`src/rtl/alu_status_handler.sv`:
```
// alu_status_handler
//   Turns selected ALU status flags at the end of EX into precise exceptions.
//   Keeps the branch flags of the last committed instruction, latches the
//   trap cause / EPC / bad address, and runs a flush + stall handshake until
//   the exception controller acknowledges.
//
// Optional feature (macro ALU_EXC_COUNTER_EN):
//   defined   - exc_count counts IDLE->TRAP transitions, saturating at 2^CNT_W-1
//   undefined - exc_count is tied to 0, no counter flops
//
// Ports:
//   clk, rst     clock (rising edge), asynchronous active-high reset
//   valid_in     EX holds a valid instruction
//   status_in    {zero, mul_ovf, carry, neg, addr_chk, div0, 2'b00}
//   result_in    ALU result / effective address
//   pc_in        PC of the EX instruction
//   chk_mask     per-instruction enables {carry, mul, align, div0}
//   exc_ack      exception controller has taken the trap
//   exc_req      exception pending
//   flush_out    one-cycle kill of IF/ID/EX
//   stall_out    freeze PC and pipeline registers
//   cause_out    0 none, 1 carry-ovf, 2 mul-ovf, 3 misaligned, 4 div0
//   epc_out      PC of the faulting instruction
//   badaddr_out  result_in captured at the fault
//   flags_out    {zero, negative, carry} of the last committed instruction
//   exc_count    number of exceptions taken
module alu_status_handler #(
  parameter int DATA_W = 32,
  parameter int CNT_W  = 8
) (
  input  logic              clk,
  input  logic              rst,
  input  logic              valid_in,
  input  logic [7:0]        status_in,
  input  logic [DATA_W-1:0] result_in,
  input  logic [DATA_W-1:0] pc_in,
  input  logic [3:0]        chk_mask,
  input  logic              exc_ack,
  output logic              exc_req,
  output logic              flush_out,
  output logic              stall_out,
  output logic [3:0]        cause_out,
  output logic [DATA_W-1:0] epc_out,
  output logic [DATA_W-1:0] badaddr_out,
  output logic [2:0]        flags_out,
  output logic [CNT_W-1:0]  exc_count
);

  typedef enum logic [1:0] {IDLE, TRAP, WAIT_ACK} state_t;

  localparam logic [3:0] CAUSE_CARRY = 4'd1;
  localparam logic [3:0] CAUSE_MUL   = 4'd2;
  localparam logic [3:0] CAUSE_ALIGN = 4'd3;
  localparam logic [3:0] CAUSE_DIV0  = 4'd4;

  state_t     state, state_nxt;
  logic [3:0] hit;        // {div0, align, mul, carry}
  logic [3:0] cause_sel;
  logic       accept;
  logic       take_trap;

  // Reserved status bits carry no meaning here.
  logic unused_status;
  assign unused_status = ^status_in[1:0];

  assign hit = {chk_mask[0] & status_in[2],
                chk_mask[1] & status_in[3],
                chk_mask[2] & status_in[6],
                chk_mask[3] & status_in[5]};

  // Instructions are only looked at in IDLE; TRAP/WAIT_ACK ignore EX entirely.
  assign accept    = valid_in && (state == IDLE);
  assign take_trap = accept && (hit != 4'b0000);

  always_comb begin
    cause_sel = 4'd0;
    if (hit[3])      cause_sel = CAUSE_DIV0;
    else if (hit[2]) cause_sel = CAUSE_ALIGN;
    else if (hit[1]) cause_sel = CAUSE_MUL;
    else if (hit[0]) cause_sel = CAUSE_CARRY;
  end

  // ---------------- FSM ----------------
  always_ff @(posedge clk or posedge rst) begin
    if (rst) state <= IDLE;
    else     state <= state_nxt;
  end

  always_comb begin
    state_nxt = state;
    case (state)
      IDLE:     if (take_trap) state_nxt = TRAP;
      TRAP:     state_nxt = WAIT_ACK;
      WAIT_ACK: if (exc_ack) state_nxt = IDLE;
      default:  state_nxt = IDLE;
    endcase
  end

  // Handshake outputs are flops driven from the next state, so they rise in
  // the cycle after the fault is sampled and never glitch.
  always_ff @(posedge clk or posedge rst) begin
    if (rst) begin
      exc_req   <= 1'b0;
      flush_out <= 1'b0;
      stall_out <= 1'b0;
    end else begin
      exc_req   <= (state_nxt != IDLE);
      flush_out <= (state_nxt == TRAP);
      stall_out <= (state_nxt != IDLE);
    end
  end

  // ---------------- exception record / flags ----------------
  // cause/epc/badaddr are sticky until the next trap overwrites them.
  always_ff @(posedge clk or posedge rst) begin
    if (rst) begin
      cause_out   <= 4'd0;
      epc_out     <= '0;
      badaddr_out <= '0;
      flags_out   <= 3'b000;
    end else if (take_trap) begin
      cause_out   <= cause_sel;
      epc_out     <= pc_in;
      badaddr_out <= result_in;
    end else if (accept) begin
      flags_out   <= {status_in[7], status_in[4], status_in[5]};
    end
  end

  // ---------------- optional exception counter ----------------
`ifdef ALU_EXC_COUNTER_EN
  logic [CNT_W-1:0] cnt;
  always_ff @(posedge clk or posedge rst) begin
    if (rst)                         cnt <= '0;
    else if (take_trap && cnt != '1) cnt <= cnt + 1'b1;
  end
  assign exc_count = cnt;
`else
  assign exc_count = '0;
`endif

endmodule

```
`config.mk`:
```
export PLATFORM = sky130hd
export DESIGN_NAME = alu_status_handler
export DESIGN_NICKNAME = d
export VERILOG_FILES = /design/src/rtl/alu_status_handler.sv
export SDC_FILE = /design/constraint.sdc
export NUM_CORES = 1
export LEC_CHECK = 0
export CORE_MARGIN = 10
export CORE_UTILIZATION = 35
export DETAILED_ROUTE_END_ITERATION = 6
export GPL_TIMING_DRIVEN = 0
export HOLD_SLACK_MARGIN = 0.06
export PLACE_DENSITY_LB_ADDON = 0.05
export SYNTH_ARGS = -nofsm -noshare
export SYNTH_HDL_FRONTEND = slang
export SYNTH_SLANG_ARGS = --single-unit
```
`constraint.sdc`:
```
create_clock -name clk -period 3 [get_ports clk]
set_input_delay 0.6 -clock clk [delete_from_list [all_inputs] [get_ports clk]]
set_output_delay 0.6 -clock clk [all_outputs]
set_load 0.1 [all_outputs]
```
-- Yosys cells after proc, flatten, opt, wreduce, memory -nomap -nowiden
Index checks and enable logic that the tools add are counted.
Widths: inputs -> output; s select.
- reduce and logical (&&, ||, !) cells: 6
- bitwise gates (word level): 5
- mux-type cells: 7
- equal/unequal tests: 3
- operators by type and width (operator ; number):
    $mux 2 ; 4
    $pmux 2 s3 ; 1
    $and 1x1->1 ; 4
    $eq 2x1->1 const B ; 2
    $reduce_bool 4->1 ; 1
    $mux 3 ; 1
    $eq 2x2->1 const B ; 1
    $logic_and 1x1->1 ; 2
    $logic_not 2->1 ; 1
    $reduce_and 2->1 ; 1
    $reduce_bool 2->1 ; 1
    $mux 1 ; 1
    $not 1->1 ; 1
- input bits: 80
- register bits: 75
- logic and storage cells: 28
- output and inout bits: 82

-- Depth between registers and ports, before layout
- word-level depth: 6
- depth in mapped cells: 7
- mapped depth without buffers: 5

-- Worst setup path before layout
OpenSTA, ideal clock, no wires.
- kind: reg-to-output
- from: reg stall_out
- to: out stall_out
- required time: 2.400 ns
- path slack: 1.076 ns
- arrival: 1.324 ns
- stages on the path, launching flop included: 2
- cell sequence: dfrtp_1 > buf_4
- RTL lines (element ; RTL line ; RTL):
    start: declaration ; 41 ; output logic stall_out,
    start signal: assignment ; 109 ; stall_out <= (state_nxt != IDLE);
No word-level cell between the ends.

-- Final worst setup path
- from: reg stall_out
- to: out stall_out
No word-level cell between the ends.

==> results by group <==
Floorplanning
  • Core footprint: 8680 um2
  • Initial Util: 35.7%
  • Die Wd: 114 um
  • IO Count: about 160
  • Die Footprint: 13000 um2
  • Die height: 114 um
  • # rows: 34

STA
  • Hold Slack: about 0.50 ns
  • Final Max Tran Viols: 0
  • Slew headroom: 30.5%
  • Unrepaired setup endpoints after global routing: no
  • Layout Skew: ~0.0077 ns
  • Endpoints failing setup: 0
  • Fmax: 0.395 GHz
  • Fin crit share: 84.3%
  • Setup TNS: 0 ns
  • Worst Max-Slew Pin Slew: between 1 and 1.5 ns
  • Final Hold Fails: 0
  • Minimum clock period: approximately 2.5 ns

Placed design
  • IO Port Bufs: 150
  • DP Area: 4780 um2
  • HPWL after DPL: 6.34 mm
  • Gpl congestion: ~0.65

Synthesis
  • Largest family of logic cells by synthesized area: multiplexers
  • Synth cell types: 22
  • Post-synthesis sequential area ratio: 59.8%
  • FF+latch count, synth: 74
  • Post-synthesis xor/xnor area fraction: 0%
  • Syn Inst Count: between 150 and 200
  • Synth area leader: dfrtp_1
  • Synth area leaders: dfrtp_1 60%, mux2_4 19%, mux2_2 11%
  • Avg Cell Area, Syn: approximately 17 um2
  • Adder-Cell Fraction of Synth Area: 0%
  • Synth Area in Compound Gates: 1.25%
  • Post-Synth Simple-Gate Area: roughly 2.6%
  • Synth top area share: 59.8%
  • Post-synthesis mux area share: 29.8%
  • Mapped Area: 3100 um2
  • YS warnings: 0

Global route
  • GRT Util Overall: 12.3%
  • Number of global-route vias before repair: approximately 2300
  • Total grt overflow: 0
  • Pin count of the biggest net entering global routing: 42
  • First-pass GRT wire length: 12.7 mm
  • Initial antenna violation count: 0

Clocking
  • CTS HTree Levels: 3
  • Sink Count: 74
  • Setup Fix Bufs, Post-CTS: 0
  • Cts bufs inserted: 9
  • Post-CTS sizing: 0
  • Clock edge transition at the registers on the reported setup and hold paths: 0.07 ns
  • TritonCTS clock tree: done
  • Clock root buffer master: clkbuf_8
  • Clock Tree Buf Depth: 2
  • CTS Hold Buffers Added: 0
  • Clock Latency Late Sink: 0.32 ns

Worst setup path
  • Max incr delay on CP: 1.12 ns
  • Reg2reg start: state[1]$_DFF_PP0_
  • CP required: 2.40 ns
  • CP max stage cell: clkdlybuf4s50_1
  • End point of the critical path: stall_out
  • R2R Setup Slk: 1.32 ns
  • Critical-path maximum fanout: 2
  • CP cell instances: buf_4 > clkdlybuf4s50_1
  • Setup crit start: stall_out$_DFF_PP0_
  • Worst Reg2Reg Path Length in Cells: 6
  • Crit. End Element: output pin
  • Startpoint Class: flop
  • Arr. time, crit path: 1.93 ns
  • WS Path Type: flop to output pin
  • Reg-to-reg endpoint: badaddr_out[22]$_DFFE_PP0P_

Job
  • MaxCap Viol Count: 0

Cells and area
  • Most frequent cells in the layout: 150 x clkdlybuf4s50_1, 74 x dfrtp_1, 39 x mux2_4
  • # diodes: 0
  • Nets: around 430
  • Finished Cell Area: around 5000 um2
  • Area Growth Syn to Fin: 62.1%
  • Commonest non-fill, non-tap cell in the layout: clkdlybuf4s50_1
  • Final core utilization: 57.8%
  • Layout cells sized above 1: between 30 and 40%

Detailed routing
  • DR iter-0 viols: 60
  • Router iterations before antenna repair: 3
  • Routed Antenna Nets: 0
  • Detailed-route via count: ~2000
  • Wire per inst: 17.3 um
  • Vias per cell: 4.31
  • Final wirelength: 8.02 mm
  • DRC violations left: 0

Worst hold path
  • Hold Path Class: flop to flop
  • Hold Path Origin: cause_out[1]$_DFFE_PP0P_

Status
  • Status: completed
-- metrics by stage --
| step | setup slack (ns) | std cells |
|---|---|---|
| floorplan | 0.518 | 189 |
| global placement | -0.867 | 447 |
| detailed placement | 0.684 | 448 |
| CTS | 0.434 | 464 |
| global route | 0.382 | 464 |
| finish | 0.470 | 464 |
-- logic make-up (layout without fill, tap and decap cells) --
kind of cell,after synthesis,after routing
flops,74,74
simple gates,12,12
mux,69,69
other cells,1,9
buf+inv,21,188
compound gates,4,4
-- per-layer routing --
layer	track usage [%]	wire length, um	vias to the layer above
met5	0	0	-
met4	3.26	31	0
met3	8.82	1130	2
met2	18.4	3810	87
met1	13.8	3050	969
li1	-	-	943
-- how the worst min path moves through the flow --
stage	end	slack, ns	depth (start not counted)
detailed placement	cause_out[1]$_DFFE_PP0P_	0.49	1
finish	cause_out[1]$_DFFE_PP0P_	0.50	1
floorplan	state[1]$_DFF_PP0_	0.57	1
global placement	cause_out[2]$_DFFE_PP0P_	0.48	1
CTS	cause_out[1]$_DFFE_PP0P_	0.50	1
global route	epc_out[26]$_DFFE_PP0P_	0.52	1
-- cell usage after synthesis (all sizes together) --
master   count
conb         1
inv          4
o2bb2ai      1
nor3b        1
nand3        2
nand2b       1
dfrtp       74
nand4        1
a22oi        1
nand2        6
a21boi       1
a32o         1
buf         17
nor2         1
mux2        69
-- critical path, delay by kind of cell (launching register included) --
family / cells / cell delay [ns]
buf+inv: 2 / 1.23
flops: 1 / 0.37
-- cell type report --
cell class	instances	area (um2)
tap	108	135
multi-input combinational	94	1080
timing repair buffer	151	1520
clock buffer	11	131
clock inverter	5	103
sequential	74	1850
buffer	17	180
inverter	4	20.0
fill	726	3660
-- state kept, by name, summed over array words and instances, names as in the netlist --
signal,count
cause_out,3
epc_out,32
badaddr_out,32
stall_out,1
flags_out,3
state,2
flush_out,1
Power is not shown: default switching activity piles up to over one toggle a cycle in this logic, so the estimate is an artifact.
==> RTL change (config.mk and constraints unchanged) <==
Register the output `flags_out` once more, cleared by the reset; this adds one clock of latency there. The other outputs are not delayed to match.
--- a/src/rtl/alu_status_handler.sv
+++ b/src/rtl/alu_status_handler.sv
@@ -52,6 +52,8 @@
   localparam logic [3:0] CAUSE_MUL   = 4'd2;
   localparam logic [3:0] CAUSE_ALIGN = 4'd3;
   localparam logic [3:0] CAUSE_DIV0  = 4'd4;
+
+  logic [2:0] flags_s0;
 
   state_t     state, state_nxt;
   logic [3:0] hit;        // {div0, align, mul, carry}
@@ -117,13 +119,13 @@
       cause_out   <= 4'd0;
       epc_out     <= '0;
       badaddr_out <= '0;
-      flags_out   <= 3'b000;
+      flags_s0    <= 3'b000;
     end else if (take_trap) begin
       cause_out   <= cause_sel;
       epc_out     <= pc_in;
       badaddr_out <= result_in;
     end else if (accept) begin
-      flags_out   <= {status_in[7], status_in[4], status_in[5]};
+      flags_s0    <= {status_in[7], status_in[4], status_in[5]};
     end
   end
 
@@ -139,5 +141,13 @@
   assign exc_count = '0;
 `endif
 
+  always_ff @(posedge clk or posedge rst) begin
+    if (rst) begin
+      flags_out <= '0;
+    end else begin
+      flags_out <= flags_s0;
+    end
+  end
+
 endmodule
 
Check against the original RTL: not equivalent (Yosys sat finds a counterexample within 4 cycles, from zero or initial values and one cycle with rst high).
==> RTL change against the original RTL <==
- sequential cell count increased by 3
- maximum frequency is 0.44% lower
- hold slack worse by 0.12 ns
- routed wire length fell by 0.25%
- design area down 2.3%
- worst setup slack got worse by 0.011 ns
- register-to-register slack got worse by 0.15 ns
- sequential share of layout area rose by 2.4 points
- via count is 0.70% higher
- synthesized area down 3.6%
- utilization is 1.5 points higher
- critical path type unchanged
- highest routed layer unchanged
Power is not shown: default switching activity piles up to over one toggle a cycle in this logic, so the estimate is an artifact.
==> RTL change: results (changes against the original RTL) <==
[metrics] worst reg2reg endpoint: badaddr_out[23]
[metrics] max-cap viol count: 0 (unchanged)
[metrics] worst hold path class: reg -> reg
[metrics] routability cong.: 0.710 (+9.4%)
[metrics] result of the run: complete, no violations
[metrics] worst setup slack for register-to-register paths: 1.17 ns (-0.15 ns)
[metrics] DP Area: 0.00468 mm^2 (-2.3%)
[metrics] CTS H-Tree Depth: 3 (unchanged)
[metrics] critical path startpoint: stall_out
[metrics] maximum clock skew at final layout: 0.0103 ns (+0.00260 ns)
[metrics] worst r2r src: state[1]
[metrics] first drt pass iteration count: 3 (unchanged)
[metrics] PortBufs: 150 (unchanged)
[metrics] worst slack on hold paths: 0.373 ns (-0.124 ns)
[metrics] detail-routed via count per cell: 4.35 (+0.92%)
[metrics] drt wl/cell: 17.3 um (about the same)
[metrics] critical path fanouts, max: 2 (unchanged)
[metrics] post-DP HPWL: 6320 um (-0.29%)
[metrics] share of flip-flops with an asynchronous set or reset: 1.00 (unchanged)
[metrics] antenna violations before repair: 0 (unchanged)
[metrics] CTS root buf: clkbuf_8
[metrics] total vias in the final route: 2015 (+0.70%)
[metrics] clock-pin slew on the worst setup and hold paths: 0.08 ns
[metrics] sequential fraction of the synthesis area: 0.646 (+0.0478)
[metrics] iteration-0 DRC count of the detailed router: 54 (-10%)
[metrics] tightest slew margin relative to the limit: 0.321 (+0.0158)
[metrics] vias in the first global route: 2188 (-4.9%)
[metrics] layout cells sized above 1: 0.271 (-0.0296)
[metrics] Resized cells post-CTS: 0 (unchanged)
[metrics] Unique masters post-synth: 20 (-9.1%)
[metrics] maximum number of pins on one net before global-route repair: 49 (+17%)
[metrics] biggest registers after layout: badaddr_out (32), epc_out (32)
[metrics] total setup buffers inserted after CTS: 0 (unchanged)
[metrics] top area cells in the synthesized netlist: dfrtp_1 (65%), mux2_2 (22%), buf_4 (3.8%), mux2_1 (3.8%), buf_6 (0.76%)
[metrics] Antenna Cells: 0 (unchanged)
[metrics] DP Cell Count: 447 (-0.22%)
[metrics] wire length of the first global-routing pass: 12400 um (-1.9%)
[metrics] clock latency at the later pin of the worst-skew pair: 0.34 ns (+0.02 ns)
[metrics] cell types with the highest counts after synthesis: dfrtp_1 (77), mux2_2 (59), buf_4 (15)
[metrics] overall global routing resource usage: 0.123 (+0.000253)
[metrics] final net count: 433 (+0.46%)
[metrics] number of cells produced by synthesis: 183 (+1.1%)
[metrics] last element of the critical path: stall_out
==> RTL change: changes by cell type after synthesis, moves of 2 or more <==
cell	change
dfrtp_1	+3
buf_12	-4
buf_2	-2
nand2_1	-2
mux2_4	-39
mux2_2	+29
mux2_1	+10
buf_4	+5
buf_6	+2
==> RTL change: cell type report <==
type | instances | area [um^2]
flip-flops and latches | 77 | 1930
clock inverters | 3 | 67.6
repair buffers | 151 | 1530
plain buffers | 17 | 135
multi-input cells | 93 | 936
well taps | 105 | 131
clock buffers | 13 | 159
inverters | 4 | 17.5
fillers | 659 | 3360
==> RTL change: how the worst min path moves through the flow <==
| stage | from | end | cells past startpoint |
|---|---|---|---|
| finish | flags_s0[2] | flags_out[2] | 0 |
| global route | flags_s0[1] | flags_out[1] | 0 |
| CTS | flags_s0[1] | flags_out[1] | 0 |
| detailed placement | flags_s0[1] | flags_out[1] | 0 |
| global placement | flags_s0[1] | flags_out[1] | 0 |
| floorplan | flags_s0[0] | flags_out[0] | 0 |
==> RTL change: routing by layer <==
metal / GRT usage / share of wire / up-vias
met5: 0 / 0 / -
met4: 0.0381 / 0.011 / 0
li1: - / - / 957
met1: 0.153 / 0.44 / 956
met2: 0.184 / 0.45 / 94
met3: 0.0602 / 0.099 / 8
==> RTL change: kinds of logic (layout without fill, tap and decap cells) <==
kind of cell | count (synthesis) | count (layout) | synth area share
multiplexers | 70 | 70 | 0.264
AO/OA/AOI/OAI | 6 | 6 | 0.0239
AND/OR/NAND/NOR | 8 | 8 | 0.0147
flip-flops | 77 | 77 | 0.646
other | 1 | 9 | 0.00126
buffers and inverters | 21 | 188 | 0.0503
==> RTL change: metrics by stage <==
stage	worst slack [ns]	TNS [ns]
floorplan	0.433	0
global placement	-0.942	-72.17
detailed placement	0.485	0
CTS	0.445	0
global route	0.387	0
finish	0.458	0
==> RTL change: worst max-delay path, stage by stage (launching register included) <==
cell and delay [ns]:
dfrtp_1 0.37, buf_4 0.11, clkdlybuf4s50_1 1.13
